===== config.mk =====
export PLATFORM = sky130hd
export DESIGN_NAME = serial_operand_feeder_flat
export DESIGN_NICKNAME = d
export VERILOG_FILES = /design/src/rtl/serial_operand_feeder_pkg.sv /design/src/rtl/serial_operand_feeder_if.sv /design/src/rtl/serial_operand_feeder_piso_shift_reg.sv /design/src/rtl/serial_operand_feeder.sv /design/src/flat_wrapper.sv
export SDC_FILE = /design/constraint.sdc
export NUM_CORES = 1
export LEC_CHECK = 0
export CAP_MARGIN = 20
export CORE_MARGIN = 5
export CORE_UTILIZATION = 30
export DETAILED_ROUTE_END_ITERATION = 16
export PLACE_DENSITY = 0.54
export SLEW_MARGIN = 20
export SYNTH_ARGS = -nofsm -noshare
export SYNTH_HDL_FRONTEND = slang
export SYNTH_SLANG_ARGS = --single-unit
export TNS_END_PERCENT = 10

===== constraint.sdc =====
create_clock -name clk -period 3.4 [get_ports clk]
set_input_delay 0.34 -clock clk [delete_from_list [all_inputs] [get_ports clk]]
set_output_delay 0.34 -clock clk [all_outputs]
set_load 0.005 [all_outputs]

===== src/rtl/serial_operand_feeder_pkg.sv =====
// Shared definitions for the serial adder feeder: controller state encodings and default widths.
// The same defaults are used by the serial adder so both ends agree on the stream length.
package serial_operand_feeder_pkg;

  localparam int N_DEF       = 4;
  localparam int TIMEOUT_DEF = 16;

  typedef enum logic [2:0] {
    IDLE  = 3'd0,
    START = 3'd1,
    SHIFT = 3'd2,
    WAIT  = 3'd3,
    HOLD  = 3'd4
  } state_t;

endpackage


===== src/rtl/serial_operand_feeder_if.sv =====
// Bundle of the feeder's upstream, adder-side and downstream handshake signals.
// master is the feeder's view; slave is the view of the surrounding environment.
interface serial_operand_feeder_if
  import serial_operand_feeder_pkg::*;
#(
  parameter int N = N_DEF
);
  logic         in_valid;
  logic         in_ready;
  logic [N-1:0] a_in;
  logic [N-1:0] b_in;
  logic         start;
  logic         si;
  logic         done;
  logic [N-1:0] result;
  logic         out_valid;
  logic         out_ready;
  logic [N-1:0] sum_out;
  logic         timeout_err;
  logic         busy;

  modport master (
    input  in_valid, a_in, b_in, done, result, out_ready,
    output in_ready, start, si, out_valid, sum_out, timeout_err, busy
  );

  modport slave (
    output in_valid, a_in, b_in, done, result, out_ready,
    input  in_ready, start, si, out_valid, sum_out, timeout_err, busy
  );
endinterface


===== src/rtl/serial_operand_feeder_piso_shift_reg.sv =====
// Parallel-in serial-out register: loads {B,A} and exposes the LSB, shifting right one bit per enable.
// Load has priority over shift.
module piso_shift_reg #(
  parameter int W = 8
) (
  input  logic         clk,
  input  logic         rst_n,
  input  logic         i_load,
  input  logic         i_shift,
  input  logic [W-1:0] i_din,
  output logic         o_lsb
);

  logic [W-1:0] r_q;

  always_ff @(posedge clk or negedge rst_n) begin
    if (!rst_n) begin
      r_q <= '0;
    end else if (i_load) begin
      r_q <= i_din;
    end else if (i_shift) begin
      r_q <= {1'b0, r_q[W-1:1]};
    end
  end

  assign o_lsb = r_q[0];

endmodule


===== src/rtl/serial_operand_feeder.sv =====
// Upstream controller for the serial adder: accepts an operand pair, streams A then B LSB-first,
// waits (with a watchdog) for done, and holds the captured sum until downstream accepts it.
module serial_operand_feeder
  import serial_operand_feeder_pkg::*;
#(
  parameter int N       = N_DEF,
  parameter int TIMEOUT = TIMEOUT_DEF
) (
  input  logic                   clk,
  input  logic                   reset,
  serial_operand_feeder_if.master bus
);

  localparam int BW = $clog2(2 * N);
  localparam int TW = $clog2(TIMEOUT);
  localparam logic [BW-1:0] LAST_BIT = BW'(2 * N - 1);
  localparam logic [TW-1:0] LAST_TMO = TW'(TIMEOUT - 1);

  state_t        r_state;
  state_t        w_state_nxt;
  logic [BW-1:0] r_bitcnt;
  logic [TW-1:0] r_tmo;
  logic          r_start;
  logic          r_si;
  logic          r_out_valid;
  logic [N-1:0]  r_sum;
  logic          r_timeout_err;
  logic          r_in_ready;
  logic          r_busy;
  logic          w_load;
  logic          w_shift;
  logic          w_lsb;
  logic          w_expire;

  piso_shift_reg #(.W(2 * N)) u_piso (
    .clk     (clk),
    .rst_n   (reset),
    .i_load  (w_load),
    .i_shift (w_shift),
    .i_din   ({bus.b_in, bus.a_in}),
    .o_lsb   (w_lsb)
  );

  always_ff @(posedge clk or negedge reset) begin
    if (!reset) begin
      r_state <= IDLE;
    end else begin
      r_state <= w_state_nxt;
    end
  end

  // The START cycle already pops bit 0 so si shows it on the first SHIFT (adder LOAD) cycle.
  always_comb begin
    w_state_nxt = r_state;
    w_load      = 1'b0;
    w_shift     = 1'b0;
    w_expire    = 1'b0;
    case (r_state)
      IDLE: begin
        if (bus.in_valid) begin
          w_load      = 1'b1;
          w_state_nxt = START;
        end
      end
      START: begin
        w_shift     = 1'b1;
        w_state_nxt = SHIFT;
      end
      SHIFT: begin
        if (r_bitcnt == LAST_BIT) begin
          w_state_nxt = WAIT;
        end else begin
          w_shift = 1'b1;
        end
      end
      WAIT: begin
        if (bus.done) begin
          w_state_nxt = HOLD;
        end else if (r_tmo == LAST_TMO) begin
          w_expire    = 1'b1;
          w_state_nxt = IDLE;
        end
      end
      HOLD: begin
        if (bus.out_ready) begin
          w_state_nxt = IDLE;
        end
      end
      default: w_state_nxt = IDLE;
    endcase
  end

  always_ff @(posedge clk or negedge reset) begin
    if (!reset) begin
      r_bitcnt      <= '0;
      r_tmo         <= '0;
      r_start       <= 1'b0;
      r_si          <= 1'b0;
      r_out_valid   <= 1'b0;
      r_sum         <= '0;
      r_timeout_err <= 1'b0;
      r_in_ready    <= 1'b1;
      r_busy        <= 1'b0;
    end else begin
      r_bitcnt   <= (r_state == SHIFT) ? r_bitcnt + BW'(1) : '0;
      r_tmo      <= (r_state == WAIT) ? r_tmo + TW'(1) : '0;
      r_start    <= (w_state_nxt == START);
      r_si       <= w_shift ? w_lsb : 1'b0;
      r_in_ready <= (w_state_nxt == IDLE);
      r_busy     <= (w_state_nxt != IDLE);

      if (r_state == WAIT && bus.done) begin
        r_sum       <= bus.result;
        r_out_valid <= 1'b1;
      end else if (r_state == HOLD && bus.out_ready) begin
        r_out_valid <= 1'b0;
      end

      if (w_load) begin
        r_timeout_err <= 1'b0;
      end else if (w_expire) begin
        r_timeout_err <= 1'b1;
      end
    end
  end

  assign bus.in_ready    = r_in_ready;
  assign bus.start       = r_start;
  assign bus.si          = r_si;
  assign bus.out_valid   = r_out_valid;
  assign bus.sum_out     = r_sum;
  assign bus.timeout_err = r_timeout_err;
  assign bus.busy        = r_busy;

endmodule


===== src/flat_wrapper.sv =====
// flat-port wrapper written by rule: the top's interface ports become plain ports
module serial_operand_feeder_flat import serial_operand_feeder_pkg::*;
#(
  parameter int N       = N_DEF,
  parameter int TIMEOUT = TIMEOUT_DEF
)
  (clk, reset, bus_in_valid, bus_a_in, bus_b_in, bus_done, bus_result, bus_out_ready, bus_in_ready, bus_start, bus_si, bus_out_valid, bus_sum_out, bus_timeout_err, bus_busy);
  serial_operand_feeder_if #(.N(N)) bus_i ();
  input  logic clk;
  input  logic reset;
  input wire logic [$bits(bus_i.in_valid)-1:0] bus_in_valid;
  input wire logic [$bits(bus_i.a_in)-1:0] bus_a_in;
  input wire logic [$bits(bus_i.b_in)-1:0] bus_b_in;
  input wire logic [$bits(bus_i.done)-1:0] bus_done;
  input wire logic [$bits(bus_i.result)-1:0] bus_result;
  input wire logic [$bits(bus_i.out_ready)-1:0] bus_out_ready;
  output wire logic [$bits(bus_i.in_ready)-1:0] bus_in_ready;
  output wire logic [$bits(bus_i.start)-1:0] bus_start;
  output wire logic [$bits(bus_i.si)-1:0] bus_si;
  output wire logic [$bits(bus_i.out_valid)-1:0] bus_out_valid;
  output wire logic [$bits(bus_i.sum_out)-1:0] bus_sum_out;
  output wire logic [$bits(bus_i.timeout_err)-1:0] bus_timeout_err;
  output wire logic [$bits(bus_i.busy)-1:0] bus_busy;
  assign bus_i.in_valid = bus_in_valid;
  assign bus_i.a_in = bus_a_in;
  assign bus_i.b_in = bus_b_in;
  assign bus_i.done = bus_done;
  assign bus_i.result = bus_result;
  assign bus_i.out_ready = bus_out_ready;
  assign bus_in_ready = bus_i.in_ready;
  assign bus_start = bus_i.start;
  assign bus_si = bus_i.si;
  assign bus_out_valid = bus_i.out_valid;
  assign bus_sum_out = bus_i.sum_out;
  assign bus_timeout_err = bus_i.timeout_err;
  assign bus_busy = bus_i.busy;
  serial_operand_feeder #(.N(N), .TIMEOUT(TIMEOUT)) u_core (.clk(clk), .reset(reset), .bus(bus_i));
endmodule

; ---- Word level (Yosys, flattened, before mapping)
; Cells that the tools add are included.
[totals]
elab_cells = 50
output_inout_bits = 10
regBits = 28
input_bits = 17
[op_classes]
mux = 22
add_sub_neg = 2
n_reduce_logical = 8
n_eq_ne = 7
[op_table]
columns = operator, count
row1 = $mux W3, 6
row2 = $mux W8, 2
row3 = $pmux W3 S5, 1
row4 = $mux W1, 11
row5 = $eq A3 B1 Y1 const B, 2
row6 = $eq A3 B2 Y1 const B, 2
row7 = $eq A3 B3 Y1 const B, 2
row8 = $logic_not A3 Y1, 2
row9 = $reduce_bool A2 Y1, 3
row10 = $add A4 B1 Y4 const B, 1
row11 = $eq A4 B4 Y1 const B, 1
row12 = $mux W4, 1
row13 = $add A3 B1 Y3 const B, 1
row14 = $reduce_bool A3 Y1, 1
row15 = $logic_and A1 B1 Y1, 2
row16 = $pmux W1 S2, 1

; ---- Longest topological paths before layout
; Gate-level depths: netlist of the first run.
[logic_depth]
word_depth = 6
mapped_depth = 5
depth_no_buf = 5

; ---- Hierarchy
; From an unflattened synthesis of the first run, not the netlist that was laid out.
[unflattened]
cells_unflattened = 107
area_unflattened_um2 = 1265.0
[modules_own_cells]
columns = mod, area_each_um2, seq_area_each_um2, n_inst, cells_per_inst
row1 = serial_operand_feeder, 895.9, 501.7, 1, 73
row2 = piso_shift_reg, 369.1, 200.2, 1, 34

; ---- Least setup slack after synthesis of the first run
; No wires, ideal clock.
[synth_timing]
path_type = reg2reg
from = register u_core.r_bitcnt[0]
to = register u_core.u_piso.r_q[0]
required_time_ns = 3.267
stages_incl_launch_ff = 6
synth_period_minus_slack_ns = 1.569
slack_ns = 1.831
t_arrival_ns = 1.436
setup_time_ns = 0.133
n_path_buf = 0
path_cell_list = dfrtp_1 ha_1 ha_1 nor3b_2 o21a_4 o211ai_2
[synth_between]
elab_chain_cells = 4
[synth_lines]
columns = element, line_no
row1 = from (decl), serial_operand_feeder.sv:21  ; logic [BW-1:0] r_bitcnt;
row2 = from (signal assigned), serial_operand_feeder.sv:105  ; r_bitcnt <= (r_state == SHIFT) ? r_bitcnt + BW'(1) : '0;
row3 = $eq A3 B3 Y1, serial_operand_feeder.sv:70  ; if (r_bitcnt == LAST_BIT) begin
row4 = $mux W1, serial_operand_feeder.sv:70
row5 = $pmux W1 S2, serial_operand_feeder.sv:58  ; case (r_state)
row6 = $reduce_bool A2 Y1 (no source line), -
row7 = to (signal assigned), serial_operand_feeder_piso_shift_reg.sv:20  ; r_q <= i_din;
row8 = to (signal assigned), serial_operand_feeder_piso_shift_reg.sv:22  ; r_q <= {1'b0, r_q[W-1:1]};
row9 = to (decl), serial_operand_feeder_piso_shift_reg.sv:14  ; logic [W-1:0] r_q;
; Every way passes these cells.
; A chain may end at the register's enable or synchronous reset.

; ---- Worst setup path after layout of the first run
[layout_timing]
from = register u_core.r_bitcnt[0]
to = register u_core.u_piso.r_q[6]
; The elaborated chain is that of the path after synthesis.

==> flow_metrics.py, run 1 <==
metrics = {
    "timing": {
        "fin_tns_setup_ns": 0,
        "slew_violations": 0,
        "finalSetupViolations": 0,
        "tightest_slew_ns": 0.551,
        "finalHoldViolCount": 0,
        "max_freq_mhz": 563,
        "fin_crit_sh_pct": 52.2,
        "finalClockSkew_ns": 0.00673,
        "grt_setup_unrepaired": "no",
        "slew_headroom_pct": 63.2,
        "layout_min_cycle_time_ns": 1.78,
    },
    "critical_path": {
        "cp.required_ns": 3.55,
        "crit_chain": "ha_1 > ha_1 > nor3b_2 > o21a_4 > o211ai_2",
        "cp_slowest_cell": "nor3b_2",
        "r2r_start": "u_core.r_bitcnt[0]",
        "critPathBufInv": 0,
        "cp_top_family": "simple AND/OR/NAND/NOR gates",
        "critPathKind": "flip-flop to flip-flop",
        "path_max_fanout": 9,
        "crit_top_cell": "ha_1",
        "startpoint": "u_core.r_bitcnt[0]",
        "startpoint_type": "flip-flop",
        "end_kind": "flip-flop",
        "slowest_delay_ns": 0.46,
        "critPathArrivalTime_ns": 1.93,
    },
    "synthesis": {
        "synth.distinct_cells": 35,
        "synth_seq_cells": 28,
        "async_flop_share_pct": 100,
        "yosysWarningCount": 0,
        "synth_cells": 113,
        "ys_seq_area_share_pct": 53.9,
        "syn_nets": 133,
        "yosys_most_used_dff": "dfrtp_1",
        "syn_area_per_cell_um2": 11.5,
        "synth_top_area_share_pct": 51.9,
        "synth_top_cell_by_area": "dfrtp_1",
        "synth_edf_count": 0,
        "synth_area_leaders": "dfrtp_1, o211ai_2, nand2_1",
        "synth_area_mm2": 0.00130,
    },
    "cts": {
        "ctsHoldBuffers": 0,
        "path_clk_slew_ns": 0.09,
        "ctsRootBufferMaster": "clkbuf_8",
        "post_cts_resized": 0,
        "h-tree-depth": 1,
        "cts_tree": "done",
        "cts_setup_buffers": 0,
        "clk_latency_ns": 0.27,
        "clock_sinks": 28,
        "clk_path_buf_depth": 2,
        "numCtsBuffers": 3,
    },
    "placed_design": {
        "place_area_mm2": 0.00160,
        "port_buffers": 26,
        "place_inst": 187,
        "hpwlAfterDp_mm": 1.83,
        "gp_congestion": 0.705,
    },
    "finish": {
        "num_antenna_cells": 0,
        "final_cells": 191,
        "area_growth_syn_to_layout_pct": 27.3,
        "final_common_cell": "dfrtp_1",
        "finalInstanceArea_mm2": 0.00166,
        "final_nets": 160,
        "layout-drive-gt1-share_pct": 15.8,
        "final_cell_mix": "dfrtp_1, clkdlybuf4s50_1, nand2_1",
    },
    "routing": {
        "first_pass_iters": 4,
        "drt_wl_total_mm": 2.51,
        "avgRoutedWirePerCell_um": 13.1,
        "drc_errors": 0,
        "drtAntennaViolNets": 0,
        "num_vias": 914,
        "drt-initial-drc-count": 52,
        "viasPerCell": 4.79,
    },
    "power_and_ir_drop": {
        "power_density_mw_per_mm2": 770,
        "ir_worst_vdd_mv": 0.307,
        "p_leak_uw": 0.000710,
    },
    "grt": {
        "track_usage_pct": 10.0,
        "antenna_found_initial": 0,
        "grt_max_degree": 29,
        "grt_pass1_vias": 999,
        "grt_pass1_wl_mm": 4.36,
        "overflow": 0,
    },
    "floorplanning": {
        "core_area_mm2": 0.00429,
        "dieArea_mm2": 0.00575,
        "rows": 24,
        "num_io_pins": 27,
        "fp.dieH_um": 75.9,
        "chipWidth_um": 75.9,
        "start_util_pct": 30.3,
    },
    "outcome": {
        "status": "finished, final reports clean",
    },
    "min_path": {
        "min_path_type": "primary input to asynchronous set/reset pin",
    },
    "run": {
        "drv_cap": 0,
    },
}
[worst paths after layout]
kind                            slack (ns)  cells past startpoint                   end
max in group asynchronous             2.64                      2   u_core.bus.in_ready
min in group clk                      0.45                      1    u_core.r_bitcnt[0]
worst max register to register        1.62                      5  u_core.u_piso.r_q[6]
worst max-delay path                  1.62                      5  u_core.u_piso.r_q[6]
worst min-delay path                  0.45                      2  u_core.u_piso.r_q[4]
worst min register to register        0.45                      1    u_core.r_bitcnt[0]
[sequential cells by signal, indices dropped and copies added (netlist names)]
name,count
u_core.bus.si,1
u_core.bus.start,1
u_core.bus.timeout_err,1
u_core.bus.busy,1
u_core.r_state,3
u_core.u_piso.r_q,8
u_core.bus.in_ready,1
u_core.bus.sum_out,4
u_core.r_tmo,4
u_core.r_bitcnt,3
u_core.bus.out_valid,1
[report_power, final]
part	leakage, uW	internal [uW]	switching (uW)	total (uW)
sequential	0.000357	459	91.8	551
combinational	0.000324	276	246	522
clock	0.0000288	104	99.3	203
[per-layer routing]
metal	routed length (um)	up-vias	global-route usage [%]
met2	1150	22	15.9
li1	-	452	-
met3	203	2	3.30
met1	1140	438	12.7
met4	11	0	3.50
met5	0	-	0
[layout make-up]
cell class / instances / area (um2)
clock buffers: 4 / 55.1
fillers: 428 / 2640
inverters: 4 / 27.5
multi-input cells: 76 / 539
flip-flops and latches: 28 / 702
well taps: 52 / 65.1
repair buffers: 27 / 268
[worst register-to-register path: stages (launching register included)]
cell and delay, ns:
dfrtp_1 0.40, ha_1 0.20, ha_1 0.21, nor3b_2 0.46, o21a_4 0.28, o211ai_2 0.10
[metrics by stage]
step	util, %	total power (uW)	hold WS, ns	setup WS (ns)
2_1_floorplan	-	913	0.0444	1.83
6_report	38.6	1280	0.447	1.62
3_3_place_gp	37.3	1080	0.422	1.44
3_5_place_dp	37.3	1090	0.441	1.44
4_1_cts	38.6	1300	0.455	1.59
5_1_grt	38.6	1390	0.483	1.51
[cell usage after synthesis, types with 2 or more instances]
cell      number
dfrtp_1       27
nand2_1       19
nor2_1         7
o211ai_1       7
o211ai_2       7
mux2_2         4
and2_1         3
ha_1           3
inv_1          3
a21oi_1        2
a31oi_1        2
buf_2          2
nand3_1        2
nand3b_1       2
nor2b_1        2
nor3_1         2
[cell families (layout without fill, tap and decap cells)]
kind of cell | Yosys count | after routing | synth area share (%)
simple gates | 41 | 41 | 15.5
flops | 28 | 28 | 53.9
compound gates | 26 | 26 | 18.3
buf+inv | 9 | 35 | 4.62
mux | 4 | 4 | 3.46
fa+ha+maj | 3 | 3 | 2.88
xor+xnor | 2 | 2 | 1.35
Note: power is estimated with default switching activity, not from simulation.
==> run 2, diff against run 1 <==
==> constraint.sdc (replaced) <==
create_clock -name clk -period 1.8 [get_ports clk]
set_input_delay 0.18 -clock clk [delete_from_list [all_inputs] [get_ports clk]]
set_output_delay 0.18 -clock clk [all_outputs]
set_load 0.005 [all_outputs]
==> flow_metrics.py, run 2 (synthesis results as in run 1) <==
metrics = {
    "outcome": {
        "status": "finished, final reports clean",
    },
    "power_and_ir_drop": {
        "power_density_mw_per_mm2": 1470,
        "p_leak_uw": 0.000734,
        "ir_worst_vdd_mv": 0.808,
        "power_uw": 2500,
    },
    "routing": {
        "drt_wl_total_mm": 2.66,
        "first_pass_iters": 2,
        "drtAntennaViolNets": 0,
        "viasPerCell": 4.76,
        "wl_met1_mm": 1.13,
        "wl_met3_um": 236,
        "avgRoutedWirePerCell_um": 13.6,
        "drt-initial-drc-count": 36,
        "dr_wl_met2_mm": 1.28,
        "highest_layer": "met4",
        "num_vias": 933,
        "drc_errors": 0,
    },
    "floorplanning": {
        "rows": 24,
        "num_io_pins": 27,
        "core_area_mm2": 0.00429,
        "chipWidth_um": 75.9,
        "fp.dieH_um": 75.9,
        "start_util_pct": 30.3,
        "dieArea_mm2": 0.00575,
    },
    "critical_path": {
        "r2r_start": "u_core.r_bitcnt[0]",
        "path_max_fanout": 9,
        "cp.required_ns": 1.95,
        "startpoint_type": "flip-flop",
        "end_kind": "flip-flop",
        "critPathKind": "flip-flop to flip-flop",
        "startpoint": "u_core.r_bitcnt[0]",
        "critPathArrivalTime_ns": 1.64,
    },
    "timing": {
        "layout_min_cycle_time_ns": 1.49,
        "max_freq_mhz": 670,
        "slew_headroom_pct": 73.3,
        "grt_setup_unrepaired": "no",
        "finalSetupViolations": 0,
        "finalClockSkew_ns": 0.00650,
        "finalHoldViolCount": 0,
        "fin_tns_setup_ns": 0,
        "slew_violations": 0,
        "fin_crit_sh_pct": 82.9,
        "tightest_slew_ns": 0.400,
        "worst_slack_ns": 0.307,
    },
    "placed_design": {
        "gp_congestion": 0.694,
        "post-place-ws_ns": 0.162,
        "hpwlAfterDp_mm": 1.95,
        "port_buffers": 26,
    },
    "finish": {
        "final_nets": 165,
        "layout-drive-gt1-share_pct": 18.8,
        "largest_reg_flops": 8,
        "final_common_cell": "dfrtp_1",
        "num_antenna_cells": 0,
        "top_register": "u_core.u_piso.r_q",
        "area_growth_syn_to_layout_pct": 30.2,
        "final_cell_mix": "dfrtp_1, clkdlybuf4s50_1, nand2_1",
        "utilization_pct": 39.5,
    },
    "cts": {
        "cts_setup_buffers": 0,
        "clk_path_buf_depth": 2,
        "ctsHoldBuffers": 0,
        "cts_tree": "done",
        "clk_latency_ns": 0.27,
        "post_cts_resized": 0,
        "ctsRootBufferMaster": "clkbuf_8",
        "path_clk_slew_ns": 0.09,
        "numCtsBuffers": 3,
        "h-tree-depth": 1,
        "clock_sinks": 28,
    },
    "grt": {
        "track_usage_pct": 10.3,
        "grt_max_degree": 29,
        "grt_pass1_vias": 991,
        "antenna_found_initial": 0,
        "grt_pass1_wl_mm": 4.49,
        "overflow": 0,
    },
    "min_path": {
        "min_path_type": "primary input to asynchronous set/reset pin",
    },
    "run": {
        "drv_cap": 0,
    },
}
==> run 2: cell type report <==
cell class / count / area, um2
Inverter: 4 / 27.5
Sequential cell: 28 / 702
Tap cell: 52 / 65.1
Multi-Input combinational cell: 76 / 539
Fill cell: 443 / 2600
Timing Repair Buffer: 32 / 305
Clock buffer: 4 / 55.1
==> run 2: report_power, final <==
| group | switching (uW) | total, uW | internal (uW) |
|---|---|---|---|
| clock network | 188 | 384 | 196 |
| registers | 112 | 980 | 868 |
| logic | 551 | 1130 | 584 |
| total | 851 | 2500 | 1650 |
==> run 2: critical path: stages, from the launching register on <==
cell and delay (ns):
dfrtp_1 0.40, ha_1 0.20, ha_1 0.21, nor3b_2 0.21
o21a_4 0.24, o211ai_2 0.10
==> run 2: final timing paths <==
check | endpoint | slack [ns] | cells past startpoint
worst max register to register | u_core.u_piso.r_q[1] | 0.31 | 5
min in group clk | u_core.r_bitcnt[0] | 0.45 | 1
worst min-delay path | u_core.r_tmo[3] | 0.30 | 2
worst min register to register | u_core.r_bitcnt[0] | 0.45 | 1
worst max-delay path | u_core.u_piso.r_q[1] | 0.31 | 5
max in group asynchronous | u_core.bus.in_ready | 1.20 | 2
==> run 2: layer usage <==
layer  up-vias  track usage (%)
li1        461                -
met2        24             17.4
met5         -                0
met4         0             2.91
met3         2             4.22
met1       446             12.0
==> run 2: stage by stage <==
stage	cells	hold slack, ns	area (um2)
2_1_floorplan	113	-0.116	1300
3_3_place_gp	192	0.422	1640
3_5_place_dp	192	0.431	1640
4_1_cts	196	0.300	1690
5_1_grt	196	0.310	1690
6_report	196	0.296	1690
==> run 3, diff against run 2 <==
==> constraint.sdc (replaced) <==
create_clock -name clk -period 1.5 [get_ports clk]
set_input_delay 0.15 -clock clk [delete_from_list [all_inputs] [get_ports clk]]
set_output_delay 0.15 -clock clk [all_outputs]
set_load 0.005 [all_outputs]
==> flow_metrics.py, run 3 (synthesis results as in run 1) <==
metrics = {
    "floorplanning": {
        "fp.dieH_um": 75.9,
        "dieArea_mm2": 0.00575,
        "rows": 24,
        "num_io_pins": 27,
        "start_util_pct": 30.3,
        "core_area_mm2": 0.00429,
        "chipWidth_um": 75.9,
    },
    "critical_path": {
        "startpoint": "u_core.r_bitcnt[0]",
        "path_max_fanout": 4,
        "critPathArrivalTime_ns": 1.62,
        "cp.required_ns": 1.65,
        "critPathKind": "flip-flop to flip-flop",
        "rr_endpoint": "u_core.u_piso.r_q[3]",
        "r2r_cells": 5,
        "end_kind": "flip-flop",
        "cp-endpoint": "u_core.u_piso.r_q[3]",
        "ff2ff_setup_slack_ns": 0.03,
        "startpoint_type": "flip-flop",
        "r2r_start": "u_core.r_bitcnt[0]",
    },
    "timing": {
        "fin_tns_setup_ns": 0,
        "finalSetupViolations": 0,
        "slew_violations": 0,
        "layout_min_cycle_time_ns": 1.47,
        "finalClockSkew_ns": 0.00500,
        "max_freq_mhz": 682,
        "finalHoldViolCount": 0,
        "tightest_slew_ns": 0.363,
        "slew_headroom_pct": 75.8,
        "fin_crit_sh_pct": 97.8,
        "grt_setup_unrepaired": "yes",
    },
    "routing": {
        "drt-initial-drc-count": 18,
        "first_pass_iters": 4,
        "drtAntennaViolNets": 0,
        "viasPerCell": 4.96,
        "num_vias": 997,
        "drt_wl_total_mm": 2.81,
        "avgRoutedWirePerCell_um": 14.0,
        "drc_errors": 0,
    },
    "finish": {
        "finalInstanceArea_mm2": 0.00177,
        "top_register": "u_core.u_piso.r_q",
        "final_common_cell": "dfrtp_1",
        "final_nets": 170,
        "area_growth_syn_to_layout_pct": 36.3,
        "final_cell_mix": "dfrtp_1, clkdlybuf4s50_1, nand2_1",
        "num_antenna_cells": 0,
        "utilization_pct": 41.3,
        "final_cells": 201,
        "largest_reg_flops": 8,
        "layout-drive-gt1-share_pct": 22.8,
    },
    "power_and_ir_drop": {
        "power_uw": 3260,
        "power_density_mw_per_mm2": 1840,
        "p_leak_uw": 0.000760,
        "ir_worst_vdd_mv": 0.589,
    },
    "cts": {
        "cts_tree": "done",
        "clk_path_buf_depth": 2,
        "path_clk_slew_ns": 0.10,
        "numCtsBuffers": 3,
        "clock_sinks": 28,
        "ctsHoldBuffers": 0,
        "clk_latency_ns": 0.27,
        "ctsRootBufferMaster": "clkbuf_8",
        "h-tree-depth": 1,
    },
    "placed_design": {
        "port_buffers": 26,
        "hpwlAfterDp_mm": 1.93,
        "place_inst": 195,
        "gp_congestion": 0.748,
        "place_area_mm2": 0.00167,
    },
    "grt": {
        "antenna_found_initial": 0,
        "track_usage_pct": 9.74,
        "grt_pass1_vias": 986,
        "overflow": 0,
        "grt_max_degree": 29,
        "grt_pass1_wl_mm": 4.29,
    },
    "min_path": {
        "min_path_type": "primary input to asynchronous set/reset pin",
    },
    "run": {
        "drv_cap": 0,
    },
    "outcome": {
        "status": "finished, final reports clean",
    },
}
-- run 3: timing repair --
action / CTS / global route
endpoints found under the setup margin: 0 / 8
resized for setup: 0 / 2
setup buffers: 0 / 1
-- run 3: worst min path at each step --
stage | startpoint | endpoint | slack (ns) | depth (start not counted)
final | reset | u_core.bus.start | 0.24 | 2
after global routing | reset | u_core.r_state[2] | 0.27 | 2
after CTS | reset | u_core.r_state[0] | 0.25 | 2
after detailed placement | u_core.r_bitcnt[0] | u_core.r_bitcnt[0] | 0.45 | 1
after global placement | u_core.r_bitcnt[0] | u_core.r_bitcnt[0] | 0.42 | 1
after floorplan | reset | u_core.bus.busy | -0.15 | 0
-- run 3: worst max-delay path: stages (launching register included) --
cell	delay, ns
dfrtp_1	0.39
ha_2	0.19
ha_4	0.17
nor3b_4	0.26
o21a_2	0.23
o211ai_2	0.10
-- run 3: final cells by class --
| cell class | count | area [um2] |
|---|---|---|
| sequential | 28 | 702 |
| fill | 433 | 2520 |
| timing repair buffer | 36 | 339 |
| inverter | 4 | 27.5 |
| clock buffer | 3 | 41.3 |
| multi-input combinational | 77 | 569 |
| clock inverter | 1 | 30.0 |
| tap | 52 | 65.1 |
-- run 3: metal layers --
metal / track usage [%] / share of wire, %
met1: 11.6 / 44
met2: 16.3 / 49
met3: 3.43 / 6.1
met4: 3.11 / 0.96
met5: 0 / 0
-- run 3: power by group --
group	switching (uW)	leakage, uW	total (uW)	internal, uW
Combinational	714	0.000367	1490	779
Sequential	134	0.000357	1180	1040
Clock	234	0.0000357	592	357
-- run 3: per-stage QoR --
step                      worst slack, ns  hold WS, ns
after floorplan                    0.0191       -0.146
after global placement            -0.0622        0.425
after detailed placement          -0.0704        0.448
after CTS                          0.0266        0.250
after global routing              -0.0314        0.272
final                              0.0336        0.243
